<file path="src/rtl/board_pkg.sv">
// board_pkg: shared board geometry, cell encoding and garbage-insert state encodings
package board_pkg;
   localparam int BOARD_W = 10;
   localparam int BOARD_H = 24;
   localparam int ADDR_W = 8;
   localparam int CELL_W = 6;
   localparam logic [CELL_W-1:0] CELL_EMPTY = 6'd0;
   typedef enum logic [3:0] {
      IDLE, CHK_ADDR, CHK_WAIT, CHK_SAMPLE,
      SH_ADDR, SH_WAIT, SH_READ, SH_WRITE, SH_END,
      FL_PREP, FL_WRITE, FL_END, DONE
   } state_t;
endpackage

</file>
<file path="src/rtl/coord_to_addr.sv">
// coord_to_addr: maps a board (x, y) coordinate to its linear RAM address
module coord_to_addr
   import board_pkg::*;
#(
   parameter int BOARD_W = board_pkg::BOARD_W
) (
   input  logic [3:0]        x,
   input  logic [4:0]        y,
   output logic [ADDR_W-1:0] addr
);
   assign addr = ADDR_W'(32'(y) * BOARD_W + 32'(x));
endmodule

</file>
<file path="src/rtl/garbage_row_insert.sv">
// garbage_row_insert: shifts the board up one row and fills the bottom row with garbage
module garbage_row_insert
   import board_pkg::*;
#(
   parameter int BOARD_W = board_pkg::BOARD_W,
   parameter int BOARD_H = board_pkg::BOARD_H
) (
   input  logic              clk,
   input  logic              resetn,
   input  logic              enable,
   input  logic [3:0]        hole_x,
   input  logic [CELL_W-1:0] garbage_colour,
   input  logic [CELL_W-1:0] ram_Q,
   output logic [ADDR_W-1:0] ram_addr,
   output logic [CELL_W-1:0] ram_data,
   output logic              ram_wren,
   output logic              complete,
   output logic              overflow
);
   state_t state, nxt;
   logic [3:0] x, hole;
   logic [CELL_W-1:0] colour;
   logic [ADDR_W-1:0] a, xy_addr;
   logic fl, last_x, last_a;

   assign fl = state inside {FL_PREP, FL_WRITE, FL_END};
   assign last_x = x == 4'(BOARD_W - 1);
   assign last_a = a == ADDR_W'(BOARD_W * BOARD_H - 1);

   coord_to_addr #(.BOARD_W(BOARD_W)) u_coord (
      .x   (x),
      .y   (fl ? 5'(BOARD_H - 1) : 5'd0),
      .addr(xy_addr)
   );

   // state register
   always_ff @(posedge clk or negedge resetn) begin
      if (!resetn) state <= IDLE;
      else         state <= nxt;
   end

   // next state: walk check, shift and fill phases; enable low aborts to idle
   always_comb begin
      nxt = state;
      case (state)
         IDLE:       nxt = enable ? CHK_ADDR : IDLE;
         CHK_ADDR:   nxt = CHK_WAIT;
         CHK_WAIT:   nxt = CHK_SAMPLE;
         CHK_SAMPLE: nxt = last_x ? SH_ADDR : CHK_ADDR;
         SH_ADDR:    nxt = SH_WAIT;
         SH_WAIT:    nxt = SH_READ;
         SH_READ:    nxt = SH_WRITE;
         SH_WRITE:   nxt = SH_END;
         SH_END:     nxt = last_a ? FL_PREP : SH_ADDR;
         FL_PREP:    nxt = FL_WRITE;
         FL_WRITE:   nxt = FL_END;
         FL_END:     nxt = last_x ? DONE : FL_PREP;
         DONE:       nxt = DONE;
         default:    nxt = IDLE;
      endcase
      if (!enable) nxt = IDLE;
   end

   // registered RAM port, handshake outputs and cell counters
   always_ff @(posedge clk or negedge resetn) begin
      if (!resetn) begin
         ram_addr <= '0;
         ram_data <= '0;
         ram_wren <= 1'b0;
         complete <= 1'b0;
         overflow <= 1'b0;
         x        <= '0;
         a        <= '0;
         hole     <= '0;
         colour   <= '0;
      end else if (!enable && state != IDLE) begin
         ram_wren <= 1'b0;
         complete <= 1'b0;
         overflow <= 1'b0;
      end else begin
         case (state)
            IDLE: begin
               ram_addr <= '0;
               ram_data <= '0;
               ram_wren <= 1'b0;
               complete <= 1'b0;
               overflow <= 1'b0;
               x        <= '0;
               a        <= ADDR_W'(BOARD_W);
               hole     <= 32'(hole_x) >= BOARD_W ? 4'(BOARD_W - 1) : hole_x;
               colour   <= garbage_colour;
            end
            CHK_ADDR: ram_addr <= xy_addr;
            CHK_SAMPLE: begin
               overflow <= overflow | (ram_Q != CELL_EMPTY);
               x        <= last_x ? '0 : x + 4'd1;
            end
            SH_ADDR: ram_addr <= a;
            SH_READ: begin
               ram_data <= ram_Q;
               ram_addr <= a - ADDR_W'(BOARD_W);
            end
            SH_WRITE: ram_wren <= 1'b1;
            SH_END: begin
               ram_wren <= 1'b0;
               a        <= a + 8'd1;
            end
            FL_PREP: begin
               ram_addr <= xy_addr;
               ram_data <= x == hole ? CELL_EMPTY : colour;
            end
            FL_WRITE: ram_wren <= 1'b1;
            FL_END: begin
               ram_wren <= 1'b0;
               x        <= last_x ? '0 : x + 4'd1;
               complete <= last_x;
            end
            DONE: complete <= 1'b1;
            default: ;
         endcase
      end
   end
endmodule

</file>
<file path="config.mk">
export PLATFORM = sky130hd
export DESIGN_NAME = garbage_row_insert
export DESIGN_NICKNAME = d
export VERILOG_FILES = /design/src/rtl/board_pkg.sv /design/src/rtl/coord_to_addr.sv /design/src/rtl/garbage_row_insert.sv
export SDC_FILE = /design/constraint.sdc
export NUM_CORES = 1
export LEC_CHECK = 0
export CORE_MARGIN = 1
export CORE_UTILIZATION = 48
export DETAILED_ROUTE_END_ITERATION = 10
export PLACE_DENSITY = 0.71
export SYNTH_ARGS = -nofsm -noshare
export SYNTH_HDL_FRONTEND = slang
export SYNTH_HIERARCHICAL = 1
export SYNTH_SLANG_ARGS = --single-unit
export TNS_END_PERCENT = 30
</file>
<file path="constraint.sdc">
create_clock -name clk -period 8.8 [get_ports clk]
set_clock_uncertainty 0.05 [all_clocks]
set_input_delay 1.32 -clock clk [delete_from_list [all_inputs] [get_ports clk]]
set_output_delay 1.32 -clock clk [all_outputs]
set_load 0.005 [all_outputs]
</file>
== Word level (Yosys, flattened, before mapping) ==
Index checks and enable logic that the tools add are counted.
Cells by class
  equality and inequality tests: 15
  bitwise gates (word level): 2
  reduce and logical (&&, ||, !) cells: 22
  $mul: 1
  add/subtract/negate cells: 4
  $lt $le $gt $ge: 1
  multiplexer cells: 19
Operator list (count)
  case mux 4 bit (13 select lines): 1
  case mux 8 bit (4 select lines): 1
  equality test 4 bit, second input constant: 6
  case mux 6 bit (3 select lines): 1
  equality test 4 x 3 -> 1 bit, second input constant: 4
  2-to-1 mux 4 bit: 4
  case mux 8 bit (2 select lines): 1
  nonzero test 3 bit: 4
  nonzero test 4 bit: 3
  AND reduction 2 bit: 5
  adder 8 x 1 -> 8 bit, second input constant: 1
  adder 8 x 4 -> 8 bit: 1
  equality test 4 x 2 -> 1 bit, second input constant: 2
  equality test 8 bit, second input constant: 1
  case mux 4 bit (2 select lines): 1
  subtractor 8 x 4 -> 8 bit, second input constant: 1
  multiplier 5 x 3 -> 7 bit, second input constant: 1
  2-to-1 mux 3 bit: 2
  2-to-1 mux 6 bit: 1
  nonzero test 6 bit: 1
  OR reduction 2 bit: 3
  2-to-1 mux 5 bit: 1
  adder 4 x 1 -> 4 bit, second input constant: 1
  equality test 4 x 1 -> 1 bit, second input constant: 1
  other kinds (12): 16
Storage, ports and cells
  word-level logic and storage cells: 74
  bits of input ports: 19
  flip-flop bits (word level): 43

== Longest topological paths before layout ==
  depth after elaboration: 6
  depth in mapped cells: 14
  gate-level depth less buffers: 12

== Hierarchy ==
Netlist, hierarchy kept.
Modules (own cells, without submodules)
  garbage_row_insert: sequential area each 1076.0 sq um, instances 1, area each 2548.7 sq um, cells each 283
  coord_to_addr: sequential area each 0.0 sq um, instances 1, area each 271.5 sq um, cells each 28

== Least setup slack after synthesis ==
Ideal clock, no wire load.
  path type: register to register
  start point: register state[2]
  end point: register ram_addr[7]
  path slack: 5.494 ns
  cell stages (with the launch flop): 14
  arrival time: 3.135 ns
  path buffers: 2
  period minus slack after synthesis: 3.306 ns
  required time: 8.629 ns
  cell sequence: dfrtp_1 > buf_2 > buf_2 > nand2b_1 > nor2_1 > ha_1 > fa_1 > xor2_1 > nand4_1 > xnor2_1 > xnor2_1 > nand2_1 > nand3_1 > a22o_1
On the way
  cells in the longest elaborated chain, start to end: 6
  elaborated cells on any way between the ends: 18
  classes of those cells: add/sub: 1; mul: 1; eq/ne: 6; mux: 2; bitwise: 1; reduce/logical: 7
RTL lines
  start: declaration: line garbage_row_insert.sv:20  | state_t state, nxt;
  start signal: assignment: line garbage_row_insert.sv:39  | else state <= nxt;
  equality test 4 bit: line garbage_row_insert.sv:26  | assign fl = state inside {FL_PREP, FL_WRITE, FL_END};
  nonzero test 3 bit (*): line garbage_row_insert.sv:26
  via fl: line garbage_row_insert.sv:24  | logic fl, last_x, last_a;
  2-to-1 mux 5 bit (*): line garbage_row_insert.sv:32  | .y (fl ? 5'(BOARD_H - 1) : 5'd0),
  multiplier 5 x 3 -> 7 bit (*): line coord_to_addr.sv:11  | assign addr = ADDR_W'(32'(y) * BOARD_W + 32'(x));
  adder 8 x 4 -> 8 bit (*): line coord_to_addr.sv:11
  via xy_addr[7]: line garbage_row_insert.sv:23  | logic [ADDR_W-1:0] a, xy_addr;
  case mux 8 bit (4 select lines) (*): line garbage_row_insert.sv:81  | case (state)
  end signal: assignment: line garbage_row_insert.sv:93  | CHK_ADDR: ram_addr <= xy_addr;
  end signal: assignment: line garbage_row_insert.sv:101  | ram_addr <= a - ADDR_W'(BOARD_W);
  end signal: assignment: line garbage_row_insert.sv:109  | ram_addr <= xy_addr;
  end: declaration: line garbage_row_insert.sv:14  | output logic [ADDR_W-1:0] ram_addr,
The timed path passes the listed nets; every way through them passes the cells marked *.
A chain may end at the register's enable or synchronous reset.

== Final worst setup path ==
  start point: register state[1]
  end point: register ram_addr[7]
Same word-level chain as after synthesis.

==> results.cfg <==
[global_route]
overflow = 0
grt_pass1_vias = 2170
grt_use_total_pct = 21.3
grt_max_degree = 44
grt_antenna_before_repair = 0
grt_pass1_wl_um = 10300

[drt]
wirelength_um = 5960
dr.pass1.iters = 4
drt_iter0_markers = 48
viasPerCell = 5.62
routed-via-count = 2305
final_antenna_net_count = 0
remaining_drc_errors = 0
wl_per_cell_um = 14.5

[sta]
setup-tns-final_ns = 0
slew_viol_final = 0
hold_viol = 0
fmax_mhz = 268
finalCritPeriodShare_pct = 42.3
rsz0062_at_grt = false
finalSetupViolCount = 0
post-route-min-period_ns = 3.72
slew_headroom_pct = 35.2
tightestPinTransition_ns = 0.959

[power]
power_mw = 0.465
p_leak_nw = 1.43
ir_drop_mv = 0.0795
power_density_nw_per_um2 = 141

[worst_setup_path]
crit_family = simple AND/OR/NAND/NOR gates
crit_path_end_kind = flip-flop
cpPeakStageDelay_ns = 0.92
worstPathArrival_ns = 3.87
cpMaxStageDelayCell = dfrtp_1
required_ns = 8.94
path_class = reg2reg
path_buf_inv = 0
startpoint_type = flip-flop
cp_max_fo = 27
path_cells = nor2_1, nor2_1, ha_1, fa_1, xor2_1, nand4_1, xnor2_1, xnor2_1, nand2_1, nand3_1, a22o_1

[synthesis]
netlist_instances = 311
synth_top_area_cell = dfrtp_1
synth-adder-area-share_pct = 6.74
synth_cell_types = 59
synth.area.mux_share_pct = 3.11
synth_top_family_by_area = simple AND/OR/NAND/NOR gates
synth_compound_area_share_pct = 16.9
ys_seq_area_share_pct = 38.2
synth_most_common_cell = nand2_1
synth-main-ff-cell = dfrtp_1
synth-seq-cells = 43
synthSimpleGateAreaFrac_pct = 23.3
syn-cell-area_um2 = 2820
synth_xor_area_share_pct = 6.52
synth_warnings = 6
yosysTopAreaCellShare_pct = 38.2
synth_edf_count = 0
synth_area_leaders = dfrtp_1 38%, nand2_1 6.3%, ha_1 5.3%, o21ai_0 4.4%, xnor2_1 3.4%
yosys-top-cells-count = 47 x nand2_1, 43 x dfrtp_1, 25 x o21ai_0
async_flop_share_pct = 100
syn_area_per_cell_um2 = 9.07

[floorplanning]
fp.coreArea_um2 = 5570
dieArea_um2 = 6190
ios = 36
start_util_pct = 50.6
die_y_um = 78.7
die_w_um = 78.7
rows = 27

[job]
maxCapViolCount = 0

[clock_network]
htree_num_levels = 2
cts_sinks = 43
cts-resized-gates = 0
cts-buffers-inserted = 5
clkSlewWorstSetupHoldPaths_ns = 0.09
cts_tree = yes
clock_latency_ns = 0.30
hold_buffers = 0
clk_path_buf_depth = 2
root_buffer = clkbuf_8
postCtsSetupBuffers = 0

[placement]
place_congestion = 0.849
hpwl_um = 4270
dpl_cell_area_um2 = 3180
port_buffers = 35

[status]
status = complete, no violations

[layout]
design_area_um2 = 3300
n_antenna_cell = 0
drive_gt1_share_pct = 7.10
nets = 370
syn2layout_area_growth_pct = 16.9

[hold_path]
hp-class = reg2reg
==> placed cells by master, fill, tap and decap left out, drive strengths merged, types with 3 or more instances in the layout <==
master	n
a21oi	9
nand4	3
buf	3
a22o	9
dfrtp	43
clkbuf	5
a31oi	5
o21ai	26
nand3	10
o21a	3
nor2	15
nor4	4
nand3b	3
nor3	9
mux2	6
o31a	4
nand2b	8
xor2	10
nand2	47
a21o	4
ha	12
nor3b	4
clkdlybuf4s50	34
nor2b	5
xnor2	11
inv	12
==> cell families after synthesis <==
family,after synthesis
buf+inv,31
other cells,1
fa+ha+maj,14
mux,8
simple gates,121
compound gates,72
xor+xnor,21
flops,43
==> worst reg2reg max path: stages, from the launching register on <==
cell	delay, ns
dfrtp_1	0.92
nor2_1	0.20
nor2_1	0.59
ha_1	0.40
fa_1	0.45
xor2_1	0.21
nand4_1	0.14
xnor2_1	0.21
xnor2_1	0.09
nand2_1	0.09
nand3_1	0.07
a22o_1	0.20
==> registers in the layout, summed over array words and instances (netlist names) <==
signal    cells
colour        6
complete      1
a             8
overflow      1
ram_wren      1
hole          4
ram_addr      8
state         4
ram_data      6
x             4
==> cell type report <==
| class | instances | area (um^2) |
|---|---|---|
| fill | 497 | 2280 |
| multi-input combinational | 238 | 1610 |
| sequential | 43 | 1080 |
| timing repair buffer | 37 | 360 |
| tap | 72 | 90.1 |
| clock buffer | 5 | 68.8 |
| inverter | 12 | 45.0 |
| clock inverter | 3 | 43.8 |
==> layer usage <==
metal	track usage, %	wire length, um	up-vias
met2	35.5	2850	67
li1	-	-	1150
met4	6.11	72	0
met1	28.6	2800	1080
met3	3.14	235	8
met5	0	0	-
==> path summary, 6_finish.rpt <==
path	from	end	slack, ns	cells past startpoint
worst max-delay path	state[1]$_DFF_PN0_	ram_addr[7]$_DFFE_PN0P_	5.08	11
worst min-delay path	hole[2]$_DFFE_PN0P_	hole[2]$_DFFE_PN0P_	0.45	2
worst max register to register	state[1]$_DFF_PN0_	ram_addr[7]$_DFFE_PN0P_	5.08	11
worst min register to register	hole[2]$_DFFE_PN0P_	hole[2]$_DFFE_PN0P_	0.45	2
max in group asynchronous	resetn	a[1]$_DFFE_PN0P_	6.99	1
min in group asynchronous	resetn	ram_addr[4]$_DFFE_PN0P_	1.12	1
==> power by group <==
part           internal (mW)  switching (mW)  total, mW
clock                 0.0846          0.0714      0.156
sequential             0.211          0.0158      0.227
combinational         0.0364          0.0453     0.0816
total                  0.332           0.132      0.465
==> metrics by stage <==
step / setup slack [ns] / cells / hold slack, ns / util, %
after floorplan: 5.49 / 312 / 0.409 / -
after global placement: 5.16 / 402 / 0.430 / 57.1
after detailed placement: 5.09 / 402 / 0.438 / 57.1
after CTS: 5.06 / 410 / 0.457 / 59.1
after global routing: 4.70 / 410 / 0.487 / 59.1
final: 5.08 / 410 / 0.450 / 59.1
Power figures use the tool's default switching activity.
